**src/rtl/vic_color_fetch_if.sv**
```systemverilog
// -----------------------------------------------------------------------------
// vic_color_fetch_if
//
// Bundles the colour-fetch control, the shared colour-RAM port and the line
// buffer readout port of vic_color_fetch.
//
//   start      fetch request pulse (to fetcher)
//   vcbase     first colour RAM address of the line (to fetcher)
//   cram_gnt   arbiter grant for the colour RAM (to fetcher)
//   cram_ce    colour RAM read request (from fetcher)
//   cram_ad    colour RAM address (from fetcher)
//   cram_dout  colour RAM read data, 1-cycle latency (to fetcher)
//   busy       fetch in progress (from fetcher)
//   done       one-cycle end-of-line pulse (from fetcher)
//   rd_idx     line buffer column to read (to fetcher)
//   rd_en      line buffer read strobe (to fetcher)
//   color_out  registered line buffer read data (from fetcher)
//
// Modports: slave = the fetcher itself, master = its environment.
// -----------------------------------------------------------------------------
interface vic_color_fetch_if #(
    parameter int AW = 10
);
    logic          start;
    logic [AW-1:0] vcbase;
    logic          cram_gnt;
    logic          cram_ce;
    logic [AW-1:0] cram_ad;
    logic [3:0]    cram_dout;
    logic          busy;
    logic          done;
    logic [5:0]    rd_idx;
    logic          rd_en;
    logic [3:0]    color_out;

    modport slave (
        input  start, vcbase, cram_gnt, cram_dout, rd_idx, rd_en,
        output cram_ce, cram_ad, busy, done, color_out
    );

    modport master (
        output start, vcbase, cram_gnt, cram_dout, rd_idx, rd_en,
        input  cram_ce, cram_ad, busy, done, color_out
    );
endinterface

```
**src/rtl/vic_color_fetch.sv**
```systemverilog
// -----------------------------------------------------------------------------
// vic_color_fetch
//
// Colour-RAM reader for the VIC-II video path. On a badline it reads COLS
// consecutive colour nybbles from the shared colour RAM, starting at the
// latched video-counter base, into a COLS-entry line buffer. The character
// display logic then reads the buffer by column for the following raster
// lines.
//
// Parameters:
//   COLS  entries per fetch and line buffer depth (1..64)
//   AW    colour RAM address width
//
// Ports:
//   clk    system clock, rising edge
//   reset  synchronous, active-high reset
//   bus    vic_color_fetch_if.slave (fetch control, colour RAM port, readout)
//
// A request (cram_ce) is combinational FETCH & cram_gnt, so every granted
// FETCH cycle issues one read. The RAM returns data one cycle after the
// issuing edge, so each issue leaves a pending capture for the next edge;
// back-to-back issues therefore capture back-to-back.
// -----------------------------------------------------------------------------
module vic_color_fetch #(
    parameter int COLS = 40,
    parameter int AW   = 10
) (
    input  logic                 clk,
    input  logic                 reset,
    vic_color_fetch_if.slave     bus
);

    localparam int IW = (COLS > 1) ? $clog2(COLS) : 1;   // buffer index width
    localparam int CW = $clog2(COLS + 1);                 // counts 0..COLS

    typedef logic [CW-1:0] cnt_t;
    localparam cnt_t LAST = cnt_t'(COLS - 1);

    typedef enum logic [1:0] {
        ST_IDLE,
        ST_FETCH,
        ST_DRAIN
    } state_t;

    state_t        state, state_next;
    logic [AW-1:0] ptr;
    cnt_t          issue_cnt;
    cnt_t          rx_cnt;
    logic          rx_pend;
    logic [IW-1:0] rx_idx;
    logic          busy_q;
    logic          done_q;
    logic [3:0]    color_q;
    logic [3:0]    line_buf [COLS];

    logic accept;
    logic issue;
    logic last_cap;

    // -------------------------------------------------------------------------
    // Next-state / control decode
    // -------------------------------------------------------------------------
    always_comb begin
        // NOTE: every signal written here gets a default first, so no path
        // leaves one unassigned and no latch is inferred.
        state_next = state;
        accept     = 1'b0;
        issue      = 1'b0;
        last_cap   = 1'b0;

        case (state)
            ST_IDLE: begin
                if (bus.start) begin
                    accept     = 1'b1;
                    state_next = ST_FETCH;
                end
            end
            ST_FETCH: begin
                if (bus.cram_gnt) begin
                    issue = 1'b1;
                    if (issue_cnt == LAST) begin
                        state_next = ST_DRAIN;
                    end
                end
            end
            ST_DRAIN: begin
                // The last issue always leaves its capture pending here.
                if (rx_pend && (rx_cnt == LAST)) begin
                    last_cap   = 1'b1;
                    state_next = ST_IDLE;
                end
            end
            default: state_next = ST_IDLE;
        endcase
    end

    // -------------------------------------------------------------------------
    // State, pointer, counters, line buffer and readout
    // -------------------------------------------------------------------------
    always_ff @(posedge clk) begin
        if (reset) begin
            state     <= ST_IDLE;
            ptr       <= '0;
            issue_cnt <= '0;
            rx_cnt    <= '0;
            rx_pend   <= 1'b0;
            rx_idx    <= '0;
            busy_q    <= 1'b0;
            done_q    <= 1'b0;
            color_q   <= 4'h0;
            // NOTE: the line buffer is cleared on reset so an aborted fetch
            // never leaves stale colours behind; this keeps it in flops
            // rather than a RAM macro, which is acceptable at this depth.
            for (int i = 0; i < COLS; i++) begin
                line_buf[i] <= 4'h0;
            end
        end else begin
            // NOTE: non-blocking assignments throughout, so the readout below
            // sees the buffer content from before this edge's capture.
            state  <= state_next;
            done_q <= last_cap;

            if (accept) begin
                ptr       <= bus.vcbase;
                issue_cnt <= '0;
                rx_cnt    <= '0;
                busy_q    <= 1'b1;
            end

            if (issue) begin
                ptr       <= ptr + AW'(1);     // wraps modulo 2^AW
                issue_cnt <= issue_cnt + cnt_t'(1);
                rx_idx    <= issue_cnt[IW-1:0];
            end

            // Set by a fresh issue, otherwise cleared by the capture below.
            rx_pend <= issue;

            if (rx_pend) begin
                line_buf[rx_idx] <= bus.cram_dout;
                rx_cnt           <= rx_cnt + cnt_t'(1);
            end

            if (last_cap) begin
                busy_q <= 1'b0;
            end

            if (bus.rd_en) begin
                color_q <= ({1'b0, bus.rd_idx} < 7'(COLS)) ?
                           line_buf[bus.rd_idx[IW-1:0]] : 4'h0;
            end
        end
    end

    assign bus.cram_ce   = (state == ST_FETCH) && bus.cram_gnt;
    assign bus.cram_ad   = ptr;
    assign bus.busy      = busy_q;
    assign bus.done      = done_q;
    assign bus.color_out = color_q;

endmodule

```
**src/flat_wrapper.sv**
```systemverilog
// flat-port wrapper written by rule: the top's interface ports become plain ports
module vic_color_fetch_flat 
#(
    parameter int COLS = 40,
    parameter int AW   = 10
)
  (clk, reset, bus_start, bus_vcbase, bus_cram_gnt, bus_cram_dout, bus_rd_idx, bus_rd_en, bus_cram_ce, bus_cram_ad, bus_busy, bus_done, bus_color_out);
  vic_color_fetch_if #(.AW(AW)) bus_i ();
  input  logic clk;
  input  logic reset;
  input wire logic [$bits(bus_i.start)-1:0] bus_start;
  input wire logic [$bits(bus_i.vcbase)-1:0] bus_vcbase;
  input wire logic [$bits(bus_i.cram_gnt)-1:0] bus_cram_gnt;
  input wire logic [$bits(bus_i.cram_dout)-1:0] bus_cram_dout;
  input wire logic [$bits(bus_i.rd_idx)-1:0] bus_rd_idx;
  input wire logic [$bits(bus_i.rd_en)-1:0] bus_rd_en;
  output wire logic [$bits(bus_i.cram_ce)-1:0] bus_cram_ce;
  output wire logic [$bits(bus_i.cram_ad)-1:0] bus_cram_ad;
  output wire logic [$bits(bus_i.busy)-1:0] bus_busy;
  output wire logic [$bits(bus_i.done)-1:0] bus_done;
  output wire logic [$bits(bus_i.color_out)-1:0] bus_color_out;
  assign bus_i.start = bus_start;
  assign bus_i.vcbase = bus_vcbase;
  assign bus_i.cram_gnt = bus_cram_gnt;
  assign bus_i.cram_dout = bus_cram_dout;
  assign bus_i.rd_idx = bus_rd_idx;
  assign bus_i.rd_en = bus_rd_en;
  assign bus_cram_ce = bus_i.cram_ce;
  assign bus_cram_ad = bus_i.cram_ad;
  assign bus_busy = bus_i.busy;
  assign bus_done = bus_i.done;
  assign bus_color_out = bus_i.color_out;
  vic_color_fetch #(.COLS(COLS), .AW(AW)) u_core (.clk(clk), .reset(reset), .bus(bus_i));
endmodule
```
**config.mk**
```make
export PLATFORM = sky130hd
export DESIGN_NAME = vic_color_fetch_flat
export DESIGN_NICKNAME = d
export VERILOG_FILES = /design/src/rtl/vic_color_fetch_if.sv /design/src/rtl/vic_color_fetch.sv /design/src/flat_wrapper.sv
export SDC_FILE = /design/constraint.sdc
export NUM_CORES = 1
export LEC_CHECK = 0
export BUFFER_PORTS_ARGS = -buffer_cell sky130_fd_sc_hd__buf_2
export CELL_PAD_IN_SITES_DETAIL_PLACEMENT = 1
export CELL_PAD_IN_SITES_GLOBAL_PLACEMENT = 1
export CORE_ASPECT_RATIO = 0.5
export CORE_MARGIN = 5
export CORE_UTILIZATION = 53
export CTS_CLUSTER_DIAMETER = 80
export DETAILED_ROUTE_END_ITERATION = 10
export HOLD_SLACK_MARGIN = 0.08
export PLACE_DENSITY = 0.84
export SLEW_MARGIN = 25
export SYNTH_ARGS = -nofsm -noshare
export SYNTH_HDL_FRONTEND = slang
export SYNTH_SLANG_ARGS = --single-unit
export TNS_END_PERCENT = 1
```
**constraint.sdc**
```tcl
create_clock -name clk -period 4.7 [get_ports clk]
set_input_delay 0.47 -clock clk [delete_from_list [all_inputs] [get_ports clk]]
set_output_delay 0.47 -clock clk [all_outputs]
set_load 0.005 [all_outputs]
```
==> out/qor.txt <==
worst slew pin tran -> 0.940 ns
crit path cell chain -> nand3b_1 -> inv_2 -> buf_2
fillers -> 1815
largest net degree at the start of global routing -> 56
CTS H-tree lvls -> 4
CTS root buf -> clkbuf_16
Post-synth EDFFs -> 160
RSZ-0062 raised after global routing -> false
Fmax -> 0.374 GHz
Final HPWL DP -> 16.5 mm
Max clock buf depth -> 2
reg-to-reg slack, setup -> 2.34 ns
First DRT Iteration DRCs -> 576
design area -> 10400 µm²
CTS Hold Bufs -> 0
core area -> 17500 µm²
WL final -> 24.6 mm
Hold Crit Class -> input port to flop
P per Cell Area -> 357 nW/µm²
overall routing resource usage -> 0.242
Critical Path End Type -> primary output
Max-Cap Viols -> 0
Avg WL per Cell -> 23.1 µm
TritonRoute pass-1 iters -> 5
Worst Path Required -> 4.23 ns
share of the clock period used by the worst path -> 0.568
flops & latches, synth -> 197
post-synthesis cell area -> 9530 µm²
post-CTS sizing -> 0
input/output buffers -> 41
DR vias/cell -> 5.96
Inserted Clock Buffers -> 17
largest fanout on the critical path -> 24
asr flop ratio synth -> 0
sequential area share after synthesis -> 0.582
routability cong. -> 0.852
I/O Pins -> 42
clock slew at reported path FFs -> 0.07 ns
Row Count -> 34
CP max stage delay -> 0.66 ns
Mapped Nets -> 832
relative slew slack -> 0.374
layout cells sized above 1 -> 0.160
Synth Instances -> 804
full die area -> 20900 µm²
nets@finish -> 844
Via Count -> 6331
DRC viols -> 0
Final min period -> 2.67 ns
area of the multi-input gates -> 3710 µm²
yosys synthesis warning count -> 0
Post-CTS Setup Bufs -> 0
number of global-route vias before repair -> 6626
Yosys top cell by area -> edfxtp_1
Yosys top cell area share -> 0.504
Critical-path top delay cell -> nand3b_1
leak pwr -> 3.83 nW
final worst hold slack -> 0.278 ns
final worst slack -> 2.03 ns
commonest cells in the netlist -> and2_1, edfxtp_1, nor2_1, mux2i_1, nand2_1
critical setup path kind -> flop to primary output
antenna violations before repair -> 0
status -> finished, final reports clean
Initial Utilization -> 0.544
Reg area -> 5550 µm²
Pins Over Slew Limit -> 0
worst vdd ir -> 222 µV
Worst-Skew Late Latency -> 0.44 ns
synth top area cells -> edfxtp_1, and2_1, dfxtp_1, mux2i_1, mux4_2
die height -> 105 µm
placed cell area -> 9790 µm²
final-report setup violation count -> 0
CTS sink cnt -> 197
Mean Syn Cell Area -> 11.9 µm²
Most used DFF post-synth -> edfxtp_1
first-pass GRT wire length -> 38.7 mm
DP Worst Slack -> 1.96 ns
Overflow after GRT -> 0
CP arrival -> 2.20 ns
Cell variety after synth -> 55
area grow syn2layout -> 8.78%
antenna diode count -> 0
Final ANT Viol Nets -> 0
post-route setup TNS -> 0 ns
Hold Fails Final Rpt -> 0
DIE WIDTH -> 200 µm
Worst setup SP type -> flop
Clock Skew -> 0.0132 ns
CTS tree -> yes
[path summary, 6_finish.rpt]
check / cells past startpoint / from / to
worst min register to register: 2 / u_core.issue_cnt[5]$_SDFFE_PP0P_ / u_core.rx_idx[5]$_SDFFE_PP0P_
worst min-delay path: 3 / bus_vcbase[5] / u_core.bus.cram_ad[5]$_SDFFE_PP0P_
worst max-delay path: 3 / u_core.state[0]$_SDFFE_PP0P_ / bus_cram_ce
worst max register to register: 5 / u_core.state[0]$_SDFFE_PP0P_ / u_core.issue_cnt[5]$_SDFFE_PP0P_
[routing by layer]
layer / vias to the layer above / track usage / part of all wire
met5: - / 0 / 0
met4: 0 / 0.0654 / 0.016
met3: 30 / 0.0441 / 0.058
met2: 191 / 0.390 / 0.48
met1: 3213 / 0.342 / 0.44
li1: 2897 / - / -
[kinds of logic (layout without fill, tap and decap cells)]
kind of cell | count (synthesis) | count (layout) | synth area share
AO/OA/AOI/OAI | 92 | 92 | 0.0658
adder cells (fa/ha/maj) | 3 | 3 | 0.00394
buffers and inverters | 55 | 80 | 0.0294
flip-flops | 197 | 197 | 0.582
multiplexers | 71 | 71 | 0.0956
AND/OR/NAND/NOR | 386 | 386 | 0.223
[critical path: cells and delay by family (launching register included)]
kind,cells,cell delay [ns]
simple gates,1,0.66
buf+inv,2,0.67
flops,1,0.44
[stage by stage]
stage,power (mW),utilization,std cells
after global routing,3.83,0.591,1063
after floorplan,2.20,-,804
after global placement,2.28,0.559,1031
final,3.70,0.591,1063
after detailed placement,2.30,0.559,1031
after CTS,3.72,0.591,1063
[report_power, final]
group / internal (mW) / leakage, nW / total (mW) / switching (mW)
Sequential: 1.95 / 1.87 / 1.99 / 0.0404
Clock: 0.747 / 0.279 / 1.44 / 0.693
Combinational: 0.102 / 1.69 / 0.272 / 0.169
[state kept, by name, indices dropped and copies added, names as in the netlist]
name and cells:
u_core.bus.busy 1, u_core.bus.color_out 4, u_core.bus.cram_ad 10, u_core.bus.done 1, u_core.issue_cnt 6, u_core.line_buf 160, u_core.rx_cnt 6, u_core.rx_idx 6
u_core.rx_pend 1, u_core.state 2
[layout by cell type (no fill, tap or decap), drive strengths merged, types with 4 or more instances in the layout]
| cell type | n |
|---|---|
| a21oi | 31 |
| a221oi | 5 |
| a22oi | 19 |
| a31oi | 5 |
| and2 | 160 |
| and3 | 6 |
| buf | 45 |
| clkbuf | 17 |
| clkinv | 6 |
| dfxtp | 37 |
| edfxtp | 160 |
| inv | 10 |
| mux2i | 55 |
| mux4 | 16 |
| nand2 | 44 |
| nand2b | 8 |
| nand3 | 9 |
| nand3b | 5 |
| nand4 | 4 |
| nor2 | 73 |
| nor2b | 8 |
| nor3 | 13 |
| o21ai | 13 |
| or2 | 39 |
| or3 | 6 |
[area by class of cell]
| cell class | instances | area share |
|---|---|---|
| clock inverter | 15 | 0.0140 |
| clock buffer | 17 | 0.0410 |
| sequential | 197 | 0.535 |
| multi-input combinational | 552 | 0.358 |
| tap | 234 | 0.0282 |
| timing repair buffer | 45 | 0.0229 |
| inverter | 3 | 0.00109 |
No activity file was read; power rests on OpenSTA's default activity.
